==> src/rtl/uart_core_v2_if.sv <==
// rtl/uart_core_v2_if.sv - configuration, TX/RX handshake and serial pin bundle for uart_core_v2
interface uart_core_v2_if #(
  parameter int DATA_W = 8,
  parameter int DIV_W  = 16
);
  logic [DIV_W-1:0]  BAUD_DIV;
  logic              PAR_EN;
  logic              PAR_TYP;
  logic              STOP2;
  logic [DATA_W-1:0] TX_DATA;
  logic              TX_VALID;
  logic              TX_READY;
  logic              TX_OUT;
  logic              RX_IN;
  logic [DATA_W-1:0] RX_DATA;
  logic              RX_VALID;
  logic              RX_READY;
  logic              RX_PAR_ERR;
  logic              RX_STP_ERR;
  logic              RX_OVR;
  logic              RX_BREAK;

  modport master (
    output BAUD_DIV, PAR_EN, PAR_TYP, STOP2, TX_DATA, TX_VALID, RX_IN, RX_READY,
    input  TX_READY, TX_OUT, RX_DATA, RX_VALID, RX_PAR_ERR, RX_STP_ERR, RX_OVR, RX_BREAK
  );

  modport slave (
    input  BAUD_DIV, PAR_EN, PAR_TYP, STOP2, TX_DATA, TX_VALID, RX_IN, RX_READY,
    output TX_READY, TX_OUT, RX_DATA, RX_VALID, RX_PAR_ERR, RX_STP_ERR, RX_OVR, RX_BREAK
  );
endinterface

==> src/rtl/uart_core_v2.sv <==
// rtl/uart_core_v2.sv - single-clock full-duplex UART, TX/RX valid-ready, overrun, optional break (UART_BREAK_DET_EN)
module uart_core_v2 #(
  parameter int DATA_W = 8,
  parameter int OVS    = 16,
  parameter int DIV_W  = 16
) (
  input  logic          CLK,
  input  logic          rst_n,
  uart_core_v2_if.slave bus
);
  localparam int OW = $clog2(OVS);
  localparam int BW = $clog2(DATA_W + 1);
  localparam logic [OW-1:0] OVS_LAST = OW'(OVS - 1);
  localparam logic [OW-1:0] SMP0     = OW'(OVS / 2 - 1);
  localparam logic [OW-1:0] SMP1     = OW'(OVS / 2);
  localparam logic [OW-1:0] SMP2     = OW'(OVS / 2 + 1);
  localparam logic [BW-1:0] LAST_BIT = BW'(DATA_W - 1);

  typedef enum logic [2:0] {T_IDLE, T_START, T_DATA, T_PAR, T_STOP} tx_st_t;
  typedef enum logic [2:0] {R_IDLE, R_START, R_DATA, R_PAR, R_STOP, R_BRK} rx_st_t;

  // ---------------- TX ----------------
  tx_st_t            tx_st, tx_nx;
  logic [DIV_W-1:0]  tx_div;
  logic [OW-1:0]     tx_ovs;
  logic [BW-1:0]     tx_cnt;
  logic [DATA_W-1:0] tx_sh;
  logic              tx_par_bit, tx_par_en, tx_stop2;
  logic              tx_bit_end, tx_accept, tx_out_c;

  // Each engine owns its prescaler phase so a frame start can realign it.
  assign tx_bit_end = (tx_div == bus.BAUD_DIV) && (tx_ovs == OVS_LAST);
  assign tx_accept  = bus.TX_VALID && (tx_st == T_IDLE);

  always_ff @(posedge CLK or negedge rst_n) begin
    if (!rst_n) tx_st <= T_IDLE;
    else        tx_st <= tx_nx;
  end

  always_comb begin
    tx_nx = tx_st;
    case (tx_st)
      T_IDLE:  if (bus.TX_VALID) tx_nx = T_START;
      T_START: if (tx_bit_end) tx_nx = T_DATA;
      T_DATA:  if (tx_bit_end && tx_cnt == LAST_BIT) tx_nx = tx_par_en ? T_PAR : T_STOP;
      T_PAR:   if (tx_bit_end) tx_nx = T_STOP;
      T_STOP:  if (tx_bit_end && (!tx_stop2 || tx_cnt == BW'(1))) tx_nx = T_IDLE;
      default: tx_nx = T_IDLE;
    endcase
  end

  always_comb begin
    tx_out_c = 1'b1;
    case (tx_st)
      T_START: tx_out_c = 1'b0;
      T_DATA:  tx_out_c = tx_sh[0];
      T_PAR:   tx_out_c = tx_par_bit;
      default: tx_out_c = 1'b1;
    endcase
  end

  always_ff @(posedge CLK or negedge rst_n) begin
    if (!rst_n) begin
      tx_div     <= '0;
      tx_ovs     <= '0;
      tx_cnt     <= '0;
      tx_sh      <= '0;
      tx_par_bit <= 1'b0;
      tx_par_en  <= 1'b0;
      tx_stop2   <= 1'b0;
    end else if (tx_accept) begin
      tx_div     <= '0;
      tx_ovs     <= '0;
      tx_cnt     <= '0;
      tx_sh      <= bus.TX_DATA;
      tx_par_bit <= ^bus.TX_DATA ^ bus.PAR_TYP;
      tx_par_en  <= bus.PAR_EN;
      tx_stop2   <= bus.STOP2;
    end else if (tx_st != T_IDLE) begin
      if (tx_div == bus.BAUD_DIV) begin
        tx_div <= '0;
        tx_ovs <= (tx_ovs == OVS_LAST) ? '0 : tx_ovs + OW'(1);
      end else begin
        tx_div <= tx_div + DIV_W'(1);
      end
      if (tx_bit_end) begin
        if (tx_st == T_DATA) tx_sh <= tx_sh >> 1;
        tx_cnt <= (tx_nx != tx_st) ? '0 : tx_cnt + BW'(1);
      end
    end
  end

  assign bus.TX_OUT   = tx_out_c;
  assign bus.TX_READY = (tx_st == T_IDLE);

  // ---------------- RX ----------------
  rx_st_t            rx_st, rx_nx;
  logic              rx_m, rx_s, rx_prev;
  logic [DIV_W-1:0]  rx_div;
  logic [OW-1:0]     rx_ovs;
  logic [BW-1:0]     rx_cnt;
  logic [DATA_W-1:0] rx_sh;
  logic              r_s0, r_s1, rx_maj;
  logic              rx_par_en, rx_par_typ, rx_perr;
  logic              rx_tick, rx_dec, rx_bit_end, rx_fall;
  logic              rx_brk_hit, rx_done, rx_load, rx_ovr_s;
  logic [DATA_W-1:0] rx_data_q;
  logic              rx_valid_q, rx_perr_q, rx_serr_q, rx_ovr_q, rx_brk_q;
`ifdef UART_BREAK_DET_EN
  logic              rx_all_low;
`endif

  // rx_prev must be high before a low counts, so a line stuck low never re-triggers.
  assign rx_fall    = rx_prev && !rx_s;
  assign rx_tick    = (rx_div == bus.BAUD_DIV);
  assign rx_dec     = rx_tick && (rx_ovs == SMP2);
  assign rx_bit_end = rx_tick && (rx_ovs == OVS_LAST);
  assign rx_maj     = (r_s0 & r_s1) | (r_s0 & rx_s) | (r_s1 & rx_s);
`ifdef UART_BREAK_DET_EN
  assign rx_brk_hit = rx_all_low && !rx_maj;
`else
  assign rx_brk_hit = 1'b0;
`endif

  always_ff @(posedge CLK or negedge rst_n) begin
    if (!rst_n) rx_st <= R_IDLE;
    else        rx_st <= rx_nx;
  end

  always_comb begin
    rx_nx = rx_st;
    case (rx_st)
      R_IDLE:  if (rx_fall) rx_nx = R_START;
      R_START: if (rx_dec && rx_maj) rx_nx = R_IDLE;
               else if (rx_bit_end) rx_nx = R_DATA;
      R_DATA:  if (rx_bit_end && rx_cnt == LAST_BIT) rx_nx = rx_par_en ? R_PAR : R_STOP;
      R_PAR:   if (rx_bit_end) rx_nx = R_STOP;
      R_STOP:  if (rx_dec) rx_nx = rx_brk_hit ? R_BRK : R_IDLE;
      R_BRK:   if (rx_s) rx_nx = R_IDLE;
      default: rx_nx = R_IDLE;
    endcase
  end

  always_comb begin
    rx_done  = (rx_st == R_STOP) && rx_dec && !rx_brk_hit;
    rx_load  = rx_done && (!rx_valid_q || bus.RX_READY);
    rx_ovr_s = rx_done && rx_valid_q && !bus.RX_READY;
  end

  always_ff @(posedge CLK or negedge rst_n) begin
    if (!rst_n) begin
      rx_m       <= 1'b1;
      rx_s       <= 1'b1;
      rx_prev    <= 1'b1;
      rx_div     <= '0;
      rx_ovs     <= '0;
      rx_cnt     <= '0;
      rx_sh      <= '0;
      r_s0       <= 1'b1;
      r_s1       <= 1'b1;
      rx_par_en  <= 1'b0;
      rx_par_typ <= 1'b0;
      rx_perr    <= 1'b0;
`ifdef UART_BREAK_DET_EN
      rx_all_low <= 1'b0;
`endif
    end else begin
      rx_m    <= bus.RX_IN;
      rx_s    <= rx_m;
      rx_prev <= rx_s;
      if (rx_st == R_IDLE) begin
        if (rx_fall) begin
          rx_div     <= '0;
          rx_ovs     <= '0;
          rx_cnt     <= '0;
          rx_par_en  <= bus.PAR_EN;
          rx_par_typ <= bus.PAR_TYP;
          rx_perr    <= 1'b0;
`ifdef UART_BREAK_DET_EN
          rx_all_low <= 1'b1;
`endif
        end
      end else if (rx_st != R_BRK) begin
        if (rx_tick) begin
          rx_div <= '0;
          rx_ovs <= (rx_ovs == OVS_LAST) ? '0 : rx_ovs + OW'(1);
        end else begin
          rx_div <= rx_div + DIV_W'(1);
        end
        if (rx_tick && rx_ovs == SMP0) r_s0 <= rx_s;
        if (rx_tick && rx_ovs == SMP1) r_s1 <= rx_s;
        if (rx_dec) begin
`ifdef UART_BREAK_DET_EN
          rx_all_low <= rx_all_low & ~rx_maj;
`endif
          if (rx_st == R_DATA) rx_sh <= {rx_maj, rx_sh[DATA_W-1:1]};
          if (rx_st == R_PAR)  rx_perr <= rx_maj ^ (^rx_sh) ^ rx_par_typ;
        end
        if (rx_bit_end) rx_cnt <= (rx_nx != rx_st) ? '0 : rx_cnt + BW'(1);
      end
    end
  end

  // Output buffer: a load in the same cycle as a read keeps RX_VALID high with the new word.
  always_ff @(posedge CLK or negedge rst_n) begin
    if (!rst_n) begin
      rx_data_q  <= '0;
      rx_valid_q <= 1'b0;
      rx_perr_q  <= 1'b0;
      rx_serr_q  <= 1'b0;
      rx_ovr_q   <= 1'b0;
      rx_brk_q   <= 1'b0;
    end else begin
      rx_ovr_q <= rx_ovr_s;
      rx_brk_q <= (rx_st == R_STOP) && rx_dec && rx_brk_hit;
      if (rx_load) begin
        rx_data_q  <= rx_sh;
        rx_valid_q <= 1'b1;
        rx_perr_q  <= rx_par_en && rx_perr;
        rx_serr_q  <= !rx_maj;
      end else if (rx_valid_q && bus.RX_READY) begin
        rx_valid_q <= 1'b0;
      end
    end
  end

  assign bus.RX_DATA    = rx_data_q;
  assign bus.RX_VALID   = rx_valid_q;
  assign bus.RX_PAR_ERR = rx_perr_q;
  assign bus.RX_STP_ERR = rx_serr_q;
  assign bus.RX_OVR     = rx_ovr_q;
  assign bus.RX_BREAK   = rx_brk_q;
endmodule

==> src/flat_wrapper.sv <==
// flat-port wrapper written by rule: the top's interface ports become plain ports
module uart_core_v2_flat 
#(
  parameter int DATA_W = 8,
  parameter int OVS    = 16,
  parameter int DIV_W  = 16
)
  (CLK, rst_n, bus_BAUD_DIV, bus_PAR_EN, bus_PAR_TYP, bus_STOP2, bus_TX_DATA, bus_TX_VALID, bus_RX_IN, bus_RX_READY, bus_TX_READY, bus_TX_OUT, bus_RX_DATA, bus_RX_VALID, bus_RX_PAR_ERR, bus_RX_STP_ERR, bus_RX_OVR, bus_RX_BREAK);
  uart_core_v2_if #(.DATA_W(DATA_W), .DIV_W(DIV_W)) bus_i ();
  input  logic CLK;
  input  logic rst_n;
  input wire logic [$bits(bus_i.BAUD_DIV)-1:0] bus_BAUD_DIV;
  input wire logic [$bits(bus_i.PAR_EN)-1:0] bus_PAR_EN;
  input wire logic [$bits(bus_i.PAR_TYP)-1:0] bus_PAR_TYP;
  input wire logic [$bits(bus_i.STOP2)-1:0] bus_STOP2;
  input wire logic [$bits(bus_i.TX_DATA)-1:0] bus_TX_DATA;
  input wire logic [$bits(bus_i.TX_VALID)-1:0] bus_TX_VALID;
  input wire logic [$bits(bus_i.RX_IN)-1:0] bus_RX_IN;
  input wire logic [$bits(bus_i.RX_READY)-1:0] bus_RX_READY;
  output wire logic [$bits(bus_i.TX_READY)-1:0] bus_TX_READY;
  output wire logic [$bits(bus_i.TX_OUT)-1:0] bus_TX_OUT;
  output wire logic [$bits(bus_i.RX_DATA)-1:0] bus_RX_DATA;
  output wire logic [$bits(bus_i.RX_VALID)-1:0] bus_RX_VALID;
  output wire logic [$bits(bus_i.RX_PAR_ERR)-1:0] bus_RX_PAR_ERR;
  output wire logic [$bits(bus_i.RX_STP_ERR)-1:0] bus_RX_STP_ERR;
  output wire logic [$bits(bus_i.RX_OVR)-1:0] bus_RX_OVR;
  output wire logic [$bits(bus_i.RX_BREAK)-1:0] bus_RX_BREAK;
  assign bus_i.BAUD_DIV = bus_BAUD_DIV;
  assign bus_i.PAR_EN = bus_PAR_EN;
  assign bus_i.PAR_TYP = bus_PAR_TYP;
  assign bus_i.STOP2 = bus_STOP2;
  assign bus_i.TX_DATA = bus_TX_DATA;
  assign bus_i.TX_VALID = bus_TX_VALID;
  assign bus_i.RX_IN = bus_RX_IN;
  assign bus_i.RX_READY = bus_RX_READY;
  assign bus_TX_READY = bus_i.TX_READY;
  assign bus_TX_OUT = bus_i.TX_OUT;
  assign bus_RX_DATA = bus_i.RX_DATA;
  assign bus_RX_VALID = bus_i.RX_VALID;
  assign bus_RX_PAR_ERR = bus_i.RX_PAR_ERR;
  assign bus_RX_STP_ERR = bus_i.RX_STP_ERR;
  assign bus_RX_OVR = bus_i.RX_OVR;
  assign bus_RX_BREAK = bus_i.RX_BREAK;
  uart_core_v2 #(.DATA_W(DATA_W), .OVS(OVS), .DIV_W(DIV_W)) u_core (.CLK(CLK), .rst_n(rst_n), .bus(bus_i));
endmodule
==> config.mk <==
export PLATFORM = sky130hd
export DESIGN_NAME = uart_core_v2_flat
export DESIGN_NICKNAME = d
export VERILOG_FILES = /design/src/rtl/uart_core_v2_if.sv /design/src/rtl/uart_core_v2.sv /design/src/flat_wrapper.sv
export SDC_FILE = /design/constraint.sdc
export NUM_CORES = 1
export LEC_CHECK = 0
export BUFFER_PORTS_ARGS = -buffer_cell sky130_fd_sc_hd__buf_2
export CAP_MARGIN = 20
export CORE_UTILIZATION = 35
export CTS_CLUSTER_SIZE = 14
export DETAILED_ROUTE_END_ITERATION = 10
export PLACE_DENSITY = 0.56
export SLEW_MARGIN = 5
export SYNTH_ARGS = -nofsm -noshare
export SYNTH_HDL_FRONTEND = slang
export SYNTH_SLANG_ARGS = --single-unit
==> constraint.sdc <==
create_clock -name CLK -period 2.87 [get_ports CLK]
set_input_delay 0.287 -clock CLK [delete_from_list [all_inputs] [get_ports CLK]]
set_output_delay 0.287 -clock CLK [all_outputs]
set_load 0.03 [all_outputs]
==> out/qor.yml <==
p_switching_mw: 0.935
ys.flop_type: "dfrtp_1"
viasPerCell: 5.66
clk_pin_slew_worst_paths_ns: 0.07
postRouteAntennaNets: 0
finalSetupTns_ns: 0
p_comb_share_pct: 13.4
fmax_ghz: 0.402
yosys.cell_count.top_type: "dfrtp_1"
synth_nets: 603
area_growth_pct: 13.0
io_pins: 47
postCtsResizedCells: 0
gp_congestion: 0.851
syn_area_mm2: 0.00543
synth_top_family_by_area: "simple AND/OR/NAND/NOR gates"
muxShareOfSynthArea_pct: 5.80
grt_max_degree: 49
synth-edff-count: 0
core_area_mm2: 0.0152
io_buffers: 45
period_needed_ns: 2.49
synthSimpleGateAreaFrac_pct: 19.6
syn_area_per_cell_um2: 9.67
syn_inst: 562
remaining_drc_errors: 0
rsz0062_at_grt: "false"
setup.worst_path.class: "flop to flop"
hpwl_mm: 8.95
power_density_mw_per_mm2: 515
internal_power_mw: 2.22
p_leak_nw: 2.71
wl_per_cell_um: 16.0
cap_violations: 0
worstMarginPinSlew_ns: 0.691
clock_latency_ns: 0.35
crit_path_start: "u_core.rx_div[3]"
maxSlewViolCount: 0
setup_viol: 0
seq_area_frac_synth_pct: 43.0
required_ns: 3.10
worst_setup_path_end_kind: "flop"
diodes: 0
swShare_pct: 29.6
critPathArrivalTime_ns: 2.72
drt-initial-drc-count: 197
synthTopCellsByCount: "dfrtp_1, nand2_1, xor2_1"
fin_skew_ns: 0.00872
grt_pass1_vias: 4387
clk_path_buf_depth: 2
min_path_type: "input port to flop"
yosys.area_share.xor_xnor_pct: 9.12
ys_warn_count: 0
synth_area_leaders: "dfrtp_1, xor2_1, nand2_1"
drive_gt1_share_pct: 17.7
peakVddDrop_mv: 0.342
grt_pass1_wl_mm: 21.5
synthAdderAreaFrac_pct: 2.26
synth_compound_area_share_pct: 16.4
hold_violations: 0
multi_input_area_mm2: 0.00289
status: "completed"
vias: 4482
synth_cell_types: 63
slew-limit-headroom_pct: 53.6
yosysTopAreaCell: "dfrtp_1"
async_flop_share_pct: 100
min_from: "bus_RX_IN"
start_util_pct: 35.7
seq_power_share_pct: 50.4
fin_crit_sh_pct: 86.7
die_area_mm2: 0.0160
cts.sinks: 93
die_x_um: 127
r2r-start: "u_core.rx_div[3]"
ys_seq_elements: 93
grt_overflow: 0
cp_max_fo: 45
stdcell_area_mm2: 0.00614
holdWs_ns: 0.0395
die_y_um: 127
clkPwrFrac_pct: 36.2
placed_area_mm2: 0.00585
firstDrtPassIters: 5
routed_wl_mm: 12.7
fill_cells: 1516
clock-root-buffer: "clkbuf_16"
cp-start-kind: "flop"
grt_use_total_pct: 16.8
regArea_mm2: 0.00233
nets: 640
rows: 45
antenna_found_initial: 0
htree_levels: 3
cts_buffers: 9
yosysTopAreaCellShare_pct: 40.5
cts_tree: "yes"
==> cells by family (layout without fill, tap and decap cells) <==
kind of cell             Yosys count  after routing
AO/OA/AOI/OAI                    125            125
XOR/XNOR                          55             55
adder cells (fa/ha/maj)           10             10
buffers and inverters             49             91
flip-flops                        93             93
multiplexers                      26             26
other                              1              1
AND/OR/NAND/NOR                  203            203
==> routing by layer <==
layer	track usage [%]	part of all wire [%]
met5	0	0
met3	4.13	4.7
met2	26.9	47
met1	22.5	47
met4	4.61	0.94
==> path summary, 6_finish.rpt <==
check	slack, ns	endpoint	cells after the start
setup reg to reg	0.38	u_core.bus.RX_DATA[1]	6
min in group asynchronous	0.51	u_core.tx_st[1]	2
hold reg to reg	0.36	u_core.rx_s	0
setup / recovery	0.38	u_core.bus.RX_DATA[1]	6
hold / removal	0.04	u_core.rx_m	1
max in group asynchronous	1.63	u_core.rx_s	3
==> critical path, stage by stage, from the launching register on <==
cell and delay, ns:
dfrtp_1 0.45, xor2_1 0.17, nor4_1 0.46, nand4_2 0.19, buf_4 0.31, nor2_2 0.39
mux2_2 0.39
==> registers in the layout (all words and copies together) (netlist names), 8 cells and up <==
signal	count
u_core.rx_div	16
u_core.tx_sh	8
u_core.rx_sh	8
u_core.tx_div	16
u_core.bus.RX_DATA	8
==> metrics by stage <==
stage	instances	power (mW)	setup WS (ns)	utilization, %
3_5_place_dp	775	2.04	0.330	38.5
6_report	792	3.16	0.381	40.4
2_1_floorplan	562	1.87	0.685	-
4_1_cts	792	3.21	0.339	40.4
5_1_grt	792	3.34	0.158	40.4
3_3_place_gp	775	2.03	0.401	38.5
==> cells in the final DEF, fill, tap and decap left out, types with 5 or more instances in the layout <==
master     count
nor4_1        15
o22ai_1        6
nand3b_1       6
mux2_2        12
nand3_1       24
buf_4         10
xnor2_1       17
xor2_1        37
and3_1         7
mux2i_1        6
nor2_1        18
o211ai_1       9
buf_2         44
o31ai_1        7
a21oi_1        6
ha_1           9
o311ai_1       5
or3_1          6
clkbuf_16      9
nand2b_1       9
nor3_1         7
a211o_1        6
a31oi_1       30
dfrtp_1       88
nand2_1       66
mux2_4         8
nand4_1       16
dfstp_2        5
a21o_1        10
o21ai_0       18
inv_1         18
nor2b_1        7
==> layout make-up <==
class                   instances  share of cell area [%]
repair buffers                 56                    5.30
clock inverters                 7                   0.897
multi-input cells             420                    47.1
flip-flops and latches         93                    38.0
inverters                      19                    1.16
clock buffers                   9                    3.67
well taps                     188                    3.83
==> what timing repair did <==
item	in CTS	in global routing
endpoints found under the hold margin	44	0
hold buffers	1	0
setup buffers	0	0
==> power by group through the flow <==
stage	logic [mW]	clock network (mW)	registers, mW
floorplan	0.307	0	1.56
global placement	0.418	0	1.61
detailed placement	0.426	0	1.61
CTS	0.430	1.19	1.59
global route	0.486	1.24	1.62
finish	0.423	1.14	1.59
(Power assumes the default switching activity.)
